===== src/rtl/pipeline_ctrl_pkg.sv =====
// rtl/pipeline_ctrl_pkg.sv - stage index defaults and control-mode encoding for pipeline_ctrl
package pipeline_ctrl_pkg;

    localparam int STG_DEC = 0;
    localparam int STG_EX  = 1;
    localparam int STG_MEM = 3;
    localparam int STG_WB  = 4;

    typedef enum logic [2:0] {
        MODE_RESET,
        MODE_DSTALL,
        MODE_FLUSH,
        MODE_HAZARD,
        MODE_IWAIT,
        MODE_ADV
    } ctrl_mode_t;

    // Modes that inject an empty slot into the pipe without killing anything.
    function automatic logic mode_is_bubble(input ctrl_mode_t m);
        return (m == MODE_HAZARD) || (m == MODE_IWAIT);
    endfunction

endpackage


===== src/rtl/pipeline_ctrl_if.sv =====
// rtl/pipeline_ctrl_if.sv - datapath <-> pipeline controller handshake bundle
interface pipeline_ctrl_if #(
    parameter int NUM_STAGES = 5
) ();

    logic                  inst_resp;
    logic                  data_read;
    logic                  data_write;
    logic                  data_resp;
    logic                  hazard_stall;
    logic                  flush;
    logic [NUM_STAGES-1:0] load;
    logic [NUM_STAGES-1:0] stage_valid;
    logic                  pc_load;
    logic                  flush_taken;

    modport master (
        output inst_resp,
        output data_read,
        output data_write,
        output data_resp,
        output hazard_stall,
        output flush,
        input  load,
        input  stage_valid,
        input  pc_load,
        input  flush_taken
    );

    modport slave (
        input  inst_resp,
        input  data_read,
        input  data_write,
        input  data_resp,
        input  hazard_stall,
        input  flush,
        output load,
        output stage_valid,
        output pc_load,
        output flush_taken
    );

endinterface


===== src/rtl/pipeline_perf_counters.sv =====
// rtl/pipeline_perf_counters.sv - saturating stall/bubble/flush event counters
module pipeline_perf_counters
    import pipeline_ctrl_pkg::*;
#(
    parameter int CNT_W = 32
) (
    input  logic             clk,
    input  logic             rst,
    input  ctrl_mode_t       mode,
    output logic [CNT_W-1:0] stall_cnt,
    output logic [CNT_W-1:0] bubble_cnt,
    output logic [CNT_W-1:0] flush_cnt
);

    localparam logic [CNT_W-1:0] CNT_ONE = CNT_W'(1);
    localparam logic [CNT_W-1:0] CNT_MAX = '1;

    logic stall_evt;
    logic bubble_evt;
    logic flush_evt;

    assign stall_evt  = (mode == MODE_DSTALL);
    assign bubble_evt = mode_is_bubble(mode);
    assign flush_evt  = (mode == MODE_FLUSH);

    always_ff @(posedge clk) begin
        if (rst) begin
            stall_cnt  <= '0;
            bubble_cnt <= '0;
            flush_cnt  <= '0;
        end else begin
            if (stall_evt && (stall_cnt != CNT_MAX)) begin
                stall_cnt <= stall_cnt + CNT_ONE;
            end
            if (bubble_evt && (bubble_cnt != CNT_MAX)) begin
                bubble_cnt <= bubble_cnt + CNT_ONE;
            end
            if (flush_evt && (flush_cnt != CNT_MAX)) begin
                flush_cnt <= flush_cnt + CNT_ONE;
            end
        end
    end

endmodule


===== src/rtl/pipeline_ctrl.sv =====
// rtl/pipeline_ctrl.sv - stall/flush/bubble controller for the in-order pipeline
// Optional event counters are built when PIPELINE_CTRL_PERF_EN is defined.
module pipeline_ctrl
    import pipeline_ctrl_pkg::*;
#(
    parameter int NUM_STAGES  = STG_WB + 1,
    parameter int HZ_STAGE    = STG_DEC,
    parameter int FLUSH_STAGE = STG_EX,
    parameter int MEM_STAGE   = STG_MEM,
    parameter int CNT_W       = 32
) (
    input  logic             clk,
    input  logic             rst,
    pipeline_ctrl_if.slave   bus
`ifdef PIPELINE_CTRL_PERF_EN
    ,
    output logic [CNT_W-1:0] stall_cnt,
    output logic [CNT_W-1:0] bubble_cnt,
    output logic [CNT_W-1:0] flush_cnt
`endif
);

    generate
        if (!((NUM_STAGES >= 3) && (HZ_STAGE >= 0) && (HZ_STAGE < FLUSH_STAGE) &&
              (FLUSH_STAGE < MEM_STAGE) && (MEM_STAGE < NUM_STAGES) && (CNT_W >= 1))) begin : g_bad_params
            $error("pipeline_ctrl: illegal stage/counter parameters");
        end
    endgenerate

    ctrl_mode_t            mode;
    logic                  dmem_stall;
    logic                  imem_wait;
    logic [NUM_STAGES-1:0] valid_q;
    logic [NUM_STAGES-1:0] valid_next;
    logic [NUM_STAGES-1:0] load_c;
    logic                  pc_load_c;
    logic                  flush_taken_c;

    assign dmem_stall = (bus.data_read | bus.data_write) & ~bus.data_resp;
    assign imem_wait  = ~bus.inst_resp;

    // Fixed-priority decode; a data_resp cycle falls through as if no request existed.
    always_comb begin
        mode = MODE_ADV;
        if (rst) begin
            mode = MODE_RESET;
        end else if (dmem_stall) begin
            mode = MODE_DSTALL;
        end else if (bus.flush) begin
            mode = MODE_FLUSH;
        end else if (bus.hazard_stall) begin
            mode = MODE_HAZARD;
        end else if (imem_wait) begin
            mode = MODE_IWAIT;
        end
    end

    always_comb begin
        load_c        = '0;
        pc_load_c     = 1'b0;
        flush_taken_c = 1'b0;
        valid_next    = valid_q;
        case (mode)
            MODE_RESET: begin
                valid_next = '0;
            end
            MODE_DSTALL: begin
                valid_next = valid_q;
            end
            MODE_FLUSH: begin
                load_c        = '1;
                pc_load_c     = 1'b1;
                flush_taken_c = 1'b1;
                valid_next[0] = 1'b0;
                for (int k = 1; k < NUM_STAGES; k++) begin
                    valid_next[k] = (k <= FLUSH_STAGE) ? 1'b0 : valid_q[k-1];
                end
            end
            MODE_HAZARD: begin
                // Stages up to HZ_STAGE hold; a bubble enters just behind them.
                for (int k = 0; k < NUM_STAGES; k++) begin
                    load_c[k] = (k > HZ_STAGE);
                end
                for (int k = 1; k < NUM_STAGES; k++) begin
                    if (k == HZ_STAGE + 1) begin
                        valid_next[k] = 1'b0;
                    end else if (k > HZ_STAGE + 1) begin
                        valid_next[k] = valid_q[k-1];
                    end
                end
            end
            MODE_IWAIT: begin
                load_c     = '1;
                valid_next = {valid_q[NUM_STAGES-2:0], 1'b0};
            end
            MODE_ADV: begin
                load_c     = '1;
                pc_load_c  = 1'b1;
                valid_next = {valid_q[NUM_STAGES-2:0], 1'b1};
            end
            default: begin
                valid_next = '0;
            end
        endcase
    end

    always_ff @(posedge clk) begin
        if (rst) begin
            valid_q <= '0;
        end else begin
            valid_q <= valid_next;
        end
    end

    assign bus.load        = load_c;
    assign bus.stage_valid = valid_q;
    assign bus.pc_load     = pc_load_c;
    assign bus.flush_taken = flush_taken_c;

`ifdef PIPELINE_CTRL_PERF_EN
    pipeline_perf_counters #(
        .CNT_W (CNT_W)
    ) u_perf (
        .clk        (clk),
        .rst        (rst),
        .mode       (mode),
        .stall_cnt  (stall_cnt),
        .bubble_cnt (bubble_cnt),
        .flush_cnt  (flush_cnt)
    );
`endif

endmodule


===== src/flat_wrapper.sv =====
// flat-port wrapper written by rule: the top's interface ports become plain ports
module pipeline_ctrl_flat import pipeline_ctrl_pkg::*;
#(
    parameter int NUM_STAGES  = STG_WB + 1,
    parameter int HZ_STAGE    = STG_DEC,
    parameter int FLUSH_STAGE = STG_EX,
    parameter int MEM_STAGE   = STG_MEM,
    parameter int CNT_W       = 32
)
  (clk, rst, bus_inst_resp, bus_data_read, bus_data_write, bus_data_resp, bus_hazard_stall, bus_flush, bus_load, bus_stage_valid, bus_pc_load, bus_flush_taken);
  pipeline_ctrl_if #(.NUM_STAGES(NUM_STAGES)) bus_i ();
  input  logic clk;
  input  logic rst;
  input wire logic [$bits(bus_i.inst_resp)-1:0] bus_inst_resp;
  input wire logic [$bits(bus_i.data_read)-1:0] bus_data_read;
  input wire logic [$bits(bus_i.data_write)-1:0] bus_data_write;
  input wire logic [$bits(bus_i.data_resp)-1:0] bus_data_resp;
  input wire logic [$bits(bus_i.hazard_stall)-1:0] bus_hazard_stall;
  input wire logic [$bits(bus_i.flush)-1:0] bus_flush;
  output wire logic [$bits(bus_i.load)-1:0] bus_load;
  output wire logic [$bits(bus_i.stage_valid)-1:0] bus_stage_valid;
  output wire logic [$bits(bus_i.pc_load)-1:0] bus_pc_load;
  output wire logic [$bits(bus_i.flush_taken)-1:0] bus_flush_taken;
  assign bus_i.inst_resp = bus_inst_resp;
  assign bus_i.data_read = bus_data_read;
  assign bus_i.data_write = bus_data_write;
  assign bus_i.data_resp = bus_data_resp;
  assign bus_i.hazard_stall = bus_hazard_stall;
  assign bus_i.flush = bus_flush;
  assign bus_load = bus_i.load;
  assign bus_stage_valid = bus_i.stage_valid;
  assign bus_pc_load = bus_i.pc_load;
  assign bus_flush_taken = bus_i.flush_taken;
  pipeline_ctrl #(.NUM_STAGES(NUM_STAGES), .HZ_STAGE(HZ_STAGE), .FLUSH_STAGE(FLUSH_STAGE), .MEM_STAGE(MEM_STAGE), .CNT_W(CNT_W)) u_core (.clk(clk), .rst(rst), .bus(bus_i));
endmodule

===== config.mk =====
export PLATFORM = sky130hd
export DESIGN_NAME = pipeline_ctrl_flat
export DESIGN_NICKNAME = d
export VERILOG_FILES = /design/src/rtl/pipeline_ctrl_pkg.sv /design/src/rtl/pipeline_ctrl_if.sv /design/src/rtl/pipeline_perf_counters.sv /design/src/rtl/pipeline_ctrl.sv /design/src/flat_wrapper.sv
export SDC_FILE = /design/constraint.sdc
export NUM_CORES = 1
export LEC_CHECK = 0
export CORE_AREA = 2 2 39 41
export CTS_CLUSTER_DIAMETER = 200
export DETAILED_ROUTE_END_ITERATION = 10
export DIE_AREA = 0 0 41 43
export MAX_ROUTING_LAYER = met4
export RECOVER_POWER = 50
export SLEW_MARGIN = 0
export SYNTH_ARGS = -nofsm -noshare
export SYNTH_HDL_FRONTEND = slang
export SYNTH_SLANG_ARGS = --single-unit

===== constraint.sdc =====
create_clock -name clk -period 0.9 [get_ports clk]
set_input_delay 0.09 -clock clk [delete_from_list [all_inputs] [get_ports clk]]
set_output_delay 0.09 -clock clk [all_outputs]
set_load 0.005 [all_outputs]

=== Yosys cells after proc, flatten, opt, wreduce, memory -nomap -nowiden ===
Cells that the tools add are included.

* Logic and storage cells: 25
* Bits in writable memories: 0
* ROM bits: 0
* Bits in registers: 5
* Input bits: 8
* Memories kept: 0
* Output and inout bits: 12
* Bits in latches: 0

* Equality and inequality tests: 5
* Divide/modulo/power cells: 0
* Mux-type cells: 10
* Bitwise operators: 3
* $add $sub $neg: 0
* Multipliers: 0
* Reduce and logical (&&, ||, !) cells: 5
* Shifts and indexed selects: 0
* $lt $le $gt $ge: 0

{| class="wikitable"
|+ Operators by type and width
! operator !! count
|-
| $mux 3 || 4
|-
| $pmux 4 s3 || 1
|-
| $pmux 5 s2 || 1
|-
| $reduce_or 2->1 || 4
|-
| $eq 3x2->1 const B || 2
|-
| $eq 3x3->1 const B || 2
|-
| $eq 3x1->1 const B || 1
|-
| $mux 1 || 3
|-
| $reduce_or 3->1 || 1
|-
| $pmux 1 s2 || 1
|-
| $and 1x1->1 || 1
|-
| $not 1->1 || 1
|-
| $or 1x1->1 || 1
|}

=== Logic depth before layout (Yosys ltp) ===
Gate-level depths: netlist of the first run.

* Depth after elaboration: 8
* Gate-level depth with buffers: 3
* Gate-level depth less buffers: 3

=== Least setup slack after synthesis of the first run ===
OpenSTA, ideal clock, no wires.

* Path type: input -> output
* Start point: in bus_data_write
* End point: out bus_flush_taken
* Required time: 0.810 ns
* Arrival time: 0.595 ns
* Path buffers: 0
* Cell stages on the path: 3
* Setup slack: 0.215 ns
* Cells stage by stage: o21ba_4 > nor2_4 > and2_1

* Word-level cells in the longest chain between the ends: 6

{| class="wikitable"
|+ Ends and longest elaborated chain
! what !! line !! text
|-
| start, declared || flat_wrapper.sv:16 || <nowiki>input wire logic [$bits(bus_i.data_write)-1:0] bus_data_write;</nowiki>
|-
| $or 1x1->1 || pipeline_ctrl.sv:39 || <nowiki>assign dmem_stall = (bus.data_read | bus.data_write) & ~bus.data_resp;</nowiki>
|-
| $and 1x1->1 || pipeline_ctrl.sv:39 ||
|-
| $mux 3 || pipeline_ctrl.sv:47 || <nowiki>end else if (dmem_stall) begin</nowiki>
|-
| $mux 3 || pipeline_ctrl.sv:45 || <nowiki>if (rst) begin</nowiki>
|-
| $eq 3x2->1 || pipeline_ctrl.sv:63 || <nowiki>case (mode)</nowiki>
|-
| $mux 1 || pipeline_ctrl.sv:63 ||
|-
| end, declared || flat_wrapper.sv:23 || <nowiki>output wire logic [$bits(bus_i.flush_taken)-1:0] bus_flush_taken;</nowiki>
|}

No other way between the ends.

=== Final worst setup path of the first run ===
* Start point: in bus_data_read
* End point: out bus_load[4]

* Word-level cells in the longest chain between the ends: 7
* Elaborated cells between the ends (all ways): 10

{| class="wikitable"
|+ Ends and longest elaborated chain
! what !! line !! text
|-
| start, declared || flat_wrapper.sv:15 || <nowiki>input wire logic [$bits(bus_i.data_read)-1:0] bus_data_read;</nowiki>
|-
| $or 1x1->1 * || pipeline_ctrl.sv:39 ||
|-
| $and 1x1->1 * || pipeline_ctrl.sv:39 ||
|-
| $mux 3 * || pipeline_ctrl.sv:47 ||
|-
| $mux 3 * || pipeline_ctrl.sv:45 ||
|-
| $eq 3x2->1 / $eq 3x3->1 (equally long branches) || pipeline_ctrl.sv:63 ||
|-
| $reduce_or 3->1 (no line) || n/a ||
|-
| $pmux 5 s2 * || pipeline_ctrl.sv:63 ||
|-
| end, declared || flat_wrapper.sv:20 || <nowiki>output wire logic [$bits(bus_i.load)-1:0] bus_load;</nowiki>
|}

Every way passes the cells marked *; elsewhere a longest branch is shown, timed or not.

==> results.toml, run 1 <==
[worst_setup_path]
rr_startpoint = "u_core.bus.stage_valid[0]"
worst-path-max-fanout = 4
crit_chain = "buf_6, o21ba_4, nor2_4, dlygate4sd2_1"
critPathLaunch = "bus_data_read"
worst_setup_path_start_kind = "primary input"
critPathCaptureType = "output pin"
crit_type = "in -> out"
path_delay_family = "buffers and inverters"
path_buf_inv = 2
critPathMaxStageDelay_ns = 0.25
required_ns = 0.81
cp.arrival_ns = 0.76
crit_path_top_delay_cell = "dlygate4sd2_1"

[drt]
drt-wirelength-per-cell_microns = 9.298
ant_nets = 0
totalWireLength_microns = 781
vias_per_cell = 4.024
firstDrtPassIters = 4
vias = 338
drc = 0
drtIter0Drc = 6

[cts]
clkLatencyLatePin_ns = 0.24
cts_made_buffers = 3
cts_root_buf = "clkbuf_4"
clock-sinks = 5
clockBufferDepth = 2
cts_tree = "built"
postCtsHoldBufs = 0
cts_max_level = 1
path_clk_slew_ns = 0.04

[synthesis]
yosysUniqueCellTypes = 15
yosys_register_bits = 5
yosysWarningCount = 0
synthCells = 32
seq_area_frac_synth = 0.3774
syn-cell-area_sq_um = 265.3
syn_area_per_cell_sq_um = 8.289
synthesis.nets = 40

[place]
dp_hpwl_microns = 558
place_congestion = 0.7498
place_area_sq_um = 543.0
placed_cells = 76
port_buffers = 19

[sta]
skew_ns = 0.0001748
fmax_mhz = 1179
finalCritPeriodShare = 0.9427
hold_viol = 0
relSlewSlack = 0.8387
rsz0062_at_grt = "false"
setup_viol = 0
finalCriticalPeriod_ns = 0.8485
tightest_slew_ns = 0.2417
drv_slew = 0

[hold_path]
hp-start = "rst"
hold_path.class = "in -> reg"

[power]
power_leakage_uw = 0.0002751
p_per_area_nw_per_um2 = 1117
p_switching_uw = 147.9
p_int_uw = 485.2
pwr-share-comb = 0.239
p_clk_frac = 0.405
p_seq_frac = 0.356
irDropWorstVdd_v = 0.0006325
p_sw_frac = 0.2336

[floorplan]
fp.coreArea_sq_um = 1384
fp.dieH_microns = 43
rows = 14
io_pins = 20
initial_utilization = 0.1917
fp.dieArea_sq_um = 1763
die_x_microns = 41

[layout]
largest_reg_flops = 5
area_growth_pct = 113.7
layout.nets = 77
final_cells = 84
postLayoutCellArea_sq_um = 566.8
final_core_utilization = 0.4096
layout-drive-gt1-share = 0.5588
antenna_cells = 0

[grt]
grt_start_max_net_pins = 6
gr-total-overflow = 0
grt.total_usage = 0.09979
grt_pass1_vias = 301
grt_pass1_wl_microns = 1145
antenna_found_initial = 0

[run_status]
status = "finished, final reports clean"

[flow_run]
maxCapViolCount = 0
[cell families after synthesis]
kind of cell    after synthesis  synth area share
simple gates                 15            0.2924
buf+inv                       3           0.08490
compound gates                9            0.2453
flops                         5            0.3774
[metal layers]
metal,share of wire,up-vias,routed length (microns),GRT usage
li1,-,178,-,-
met1,0.43,151,335,0.1093
met2,0.49,9,382,0.1406
met3,0.081,0,63,0.07853
met4,0,0,0,0.02000
met5,0,-,0,-
[worst min-delay path: stages]
cell      delay [ns]
clkbuf_2        0.15
buf_4           0.13
a21oi_1         0.04
[power by group through the flow]
stage | registers (uW) | clock network [uW] | logic [uW]
2_1_floorplan | 229 | 0 | 51.6
3_3_place_gp | 229 | 0 | 155
3_5_place_dp | 229 | 0 | 157
4_1_cts | 225 | 267 | 156
5_1_grt | 225 | 289 | 164
6_report | 225 | 257 | 151
[cell usage in the layout (no fill, tap or decap), types with 2 or more instances in the layout]
cell,synthesis,routed
clkdlybuf4s15_1,0,4
clkbuf_4,0,5
buf_4,3,13
a21oi_1,5,5
dfxtp_1,5,4
buf_6,0,2
dlygate4sd2_1,0,3
nor2b_4,0,2
clkbuf_2,0,3
buf_2,0,8
nand2_1,7,7
[cells in the mapped netlist]
cell | n | area share
nand2_1 | 7 | 0.099
a21oi_1 | 5 | 0.094
dfxtp_1 | 5 | 0.38
buf_4 | 3 | 0.085
nor2b_1 | 2 | 0.047
and2_1 | 1 | 0.024
nand3_1 | 1 | 0.019
nand3b_1 | 1 | 0.028
nor2_1 | 1 | 0.014
nor2_4 | 1 | 0.042
nor3_1 | 1 | 0.019
o21a_1 | 1 | 0.028
o21ai_1 | 1 | 0.019
o21ba_4 | 1 | 0.061
o21bai_2 | 1 | 0.042
[timing repair]
action / in CTS / in global routing
setup endpoints to repair: 17 / 9
pin swaps: 3 / 2
buffers inserted: 5 / 0
gates resized for setup: 53 / 11
[path summary, 6_finish.rpt]
path                                                   to  slack, ns  cells past startpoint
worst max-delay path                          bus_load[4]       0.05                      4
worst min register to register  u_core.bus.stage_valid[4]       0.45                      2
worst min-delay path            u_core.bus.stage_valid[0]       0.21                      3
worst max register to register  u_core.bus.stage_valid[0]       0.16                      3
[area by class of cell]
cell class,count,area (sq um)
fill,151,817.0
multi-input combinational,24,162.7
tap,16,20.02
sequential,5,101.3
timing repair buffer,35,256.5
clock buffer,4,26.28
[per-stage QoR]
stage	hold WS [ns]	worst slack (ns)	TNS, ns	power, uW
detailed placement	0.4536	-0.7269	-6.126	385.5
CTS	0.3110	-0.03659	-0.06551	648.3
global placement	0.4352	-0.7015	-5.978	384.3
global route	0.2181	0.004727	0	677.9
finish	0.2086	0.05153	0	633.1
floorplan	0.1591	0.2147	0	281.0
No activity file was read; power rests on OpenSTA's default activity.
==> run 2, diff against run 1 <==
--- a/config.mk
+++ b/config.mk
@@ -9,9 +9,11 @@
 export CTS_CLUSTER_DIAMETER = 200
 export DETAILED_ROUTE_END_ITERATION = 10
 export DIE_AREA = 0 0 41 43
+export HOLD_SLACK_MARGIN = 0.1
 export MAX_ROUTING_LAYER = met4
 export RECOVER_POWER = 50
 export SLEW_MARGIN = 0
 export SYNTH_ARGS = -nofsm -noshare
 export SYNTH_HDL_FRONTEND = slang
+export SYNTH_HIERARCHICAL = 1
 export SYNTH_SLANG_ARGS = --single-unit
==> results.toml, run 2 <==
[layout]
fillerInstances = 162
area_growth_pct = 99.06
largest_reg_flops = 5
layout-drive-gt1-share = 0.5313
antenna_cells = 0
layout.nets = 73
layout_common_cells = "buf_4 (12), buf_2 (8), nand2_1 (7)"
multiInputGateArea_sq_um = 157.7
final_core_utilization = 0.3816
final_common_cell = "buf_4"
seqCellArea_sq_um = 102.6

[hold_path]
min_path_cells = 4
hold_path.class = "in -> reg"
whs_endpoint = "u_core/bus.stage_valid[1]"
hp-start = "bus_hazard_stall"

[floorplan]
io_pins = 20
fp.coreArea_sq_um = 1384
initial_utilization = 0.1917
fp.dieH_microns = 43
die_x_microns = 41
rows = 14
fp.dieArea_sq_um = 1763

[synthesis]
ys.flop_type = "dfxtp_1"
ys_top_cells_by_area = "dfxtp_1 (38%), nand2_1 (9.9%), a21oi_1 (9.4%)"
syn_area_per_cell_sq_um = 8.289
yosysMostFrequentCell = "nand2_1"
synthCells = 32
synth_fa_ha_area_frac = 0
synth-edff-count = 0
synthesis.nets = 40
yosysWarningCount = 6
synth_compound_area_frac = 0.2453
syn-cell-area_sq_um = 265.3
seq_area_frac_synth = 0.3774
yosysUniqueCellTypes = 15
synthMuxAreaShare = 0
synth-simple-area-share = 0.2925
yosysTopAreaCellShare = 0.3774
synth_top_family_by_area = "simple AND/OR/NAND/NOR gates"
synth.cells.most_frequent = "nand2_1 (7), a21oi_1 (5), dfxtp_1 (5)"
yosys_register_bits = 5
synth-xor-area-share = 0
yosysTopAreaCell = "dfxtp_1"
async_reset_ff_frac = 0

[run_status]
status = "finished, final reports clean"

[worst_setup_path]
worst-path-max-fanout = 3
cp.arrival_ns = 0.80
reg2reg_to = "u_core/bus.stage_valid[0]"
crit_type = "in -> out"
critPathCaptureType = "output pin"
required_ns = 0.81
r2r_cells = 3
rr_startpoint = "u_core/bus.stage_valid[0]"
regToRegSetupSlack_ns = 0.21
worst_setup_path_start_kind = "primary input"

[place]
port_buffers = 19
place_congestion = 0.7450

[drt]
drc = 0
wl_met1_microns = 357
firstDrtPassIters = 4
ant_nets = 0
vias = 335
drt-wirelength-per-cell_microns = 10.09
routed-wl-met3_microns = 63
top_layer_used = "met3"
vias_per_cell = 4.188
totalWireLength_microns = 807
met2_length_microns = 386
drtIter0Drc = 5

[sta]
rsz0062_at_grt = "true"
relSlewSlack = 0.8359
finalCriticalPeriod_ns = 0.8918
hold_viol = 0
finalCritPeriodShare = 0.9908
fmax_mhz = 1121
drv_slew = 0
skew_ns = 0.001644
setup_viol = 0
tightest_slew_ns = 0.2460

[cts]
postCtsHoldBufs = 0
path_clk_slew_ns = 0.05
cts_made_buffers = 3
clkLatencyLatePin_ns = 0.24
cts_tree = "built"
cts_root_buf = "clkbuf_4"
cts_max_level = 1
clockBufferDepth = 2
clock-sinks = 5

[flow_run]
maxCapViolCount = 0

[grt]
grt_start_max_net_pins = 6
grt_pass1_wl_microns = 1338
gr-total-overflow = 0
grt_pass1_vias = 323
grt.total_usage = 0.1143
antenna_found_initial = 0

[power]
p_per_area_nw_per_um2 = 1185
irDropWorstVdd_v = 0.0006844
total_power_uw = 625.7
power_leakage_uw = 0.0002450
run 2: report_power, final:
| group | total, uW | leakage (uW) | internal (uW) | switching (uW) |
|---|---|---|---|---|
| combinational | 135 | 0.000189 | 77.9 | 57.4 |
| clock | 266 | 0.0000150 | 168 | 97.6 |
| sequential | 225 | 0.0000413 | 224 | 0.823 |
run 2: layout make-up:
cell class,instances,share of cell area
tap,16,0.03791
multi-input combinational,24,0.2986
clock buffer,4,0.04976
timing repair buffer,31,0.4194
sequential,5,0.1943
run 2: routing by layer:
metal / GRT usage / vias to the layer above
met4: 0.04000 / 0
met2: 0.1625 / 12
li1: - / 171
met5: - / -
met1: 0.1516 / 152
met3: 0.03141 / 0
run 2: how the worst max path moves through the flow:
| stage | startpoint | endpoint |
|---|---|---|
| after floorplan | bus_data_write | bus_flush_taken |
| after global placement | bus_data_write | bus_pc_load |
| after detailed placement | bus_data_write | bus_flush_taken |
| after CTS | bus_data_resp | bus_flush_taken |
| after global routing | bus_data_resp | bus_load[1] |
| final | bus_data_resp | bus_flush_taken |
run 2: cell families (layout without fill, tap and decap cells):
kind of cell,count (synthesis),after routing
AO/OA/AOI/OAI,9,9
buffers and inverters,3,35
flip-flops,5,5
AND/OR/NAND/NOR,15,15
run 2: critical path: stages:
cell	delay [ns]
clkdlybuf4s15_2	0.18
o21ba_4	0.23
nor2_4	0.04
and2_1	0.15
clkbuf_2	0.11
run 2: repair_timing:
| item | in CTS | in global routing |
|---|---|---|
| pin swaps | 2 | 2 |
| setup endpoints to repair | 17 | 11 |
| buffers inserted | 2 | 0 |
| gates resized for setup | 49 | 12 |
run 2: per-stage QoR:
step	hold WS (ns)	setup WS, ns	area, sq um	std cells	TNS (ns)
3_5_place_dp	0.4507	-0.7345	528.0	74	-6.135
5_1_grt	0.2536	-0.02352	528.0	80	-0.1194
2_1_floorplan	0.1591	0.2147	265.3	32	0
4_1_cts	0.2240	-0.08955	529.3	80	-0.1303
6_report	0.2093	0.008242	528.0	80	0
3_3_place_gp	0.4377	-0.7018	528.0	74	-5.942
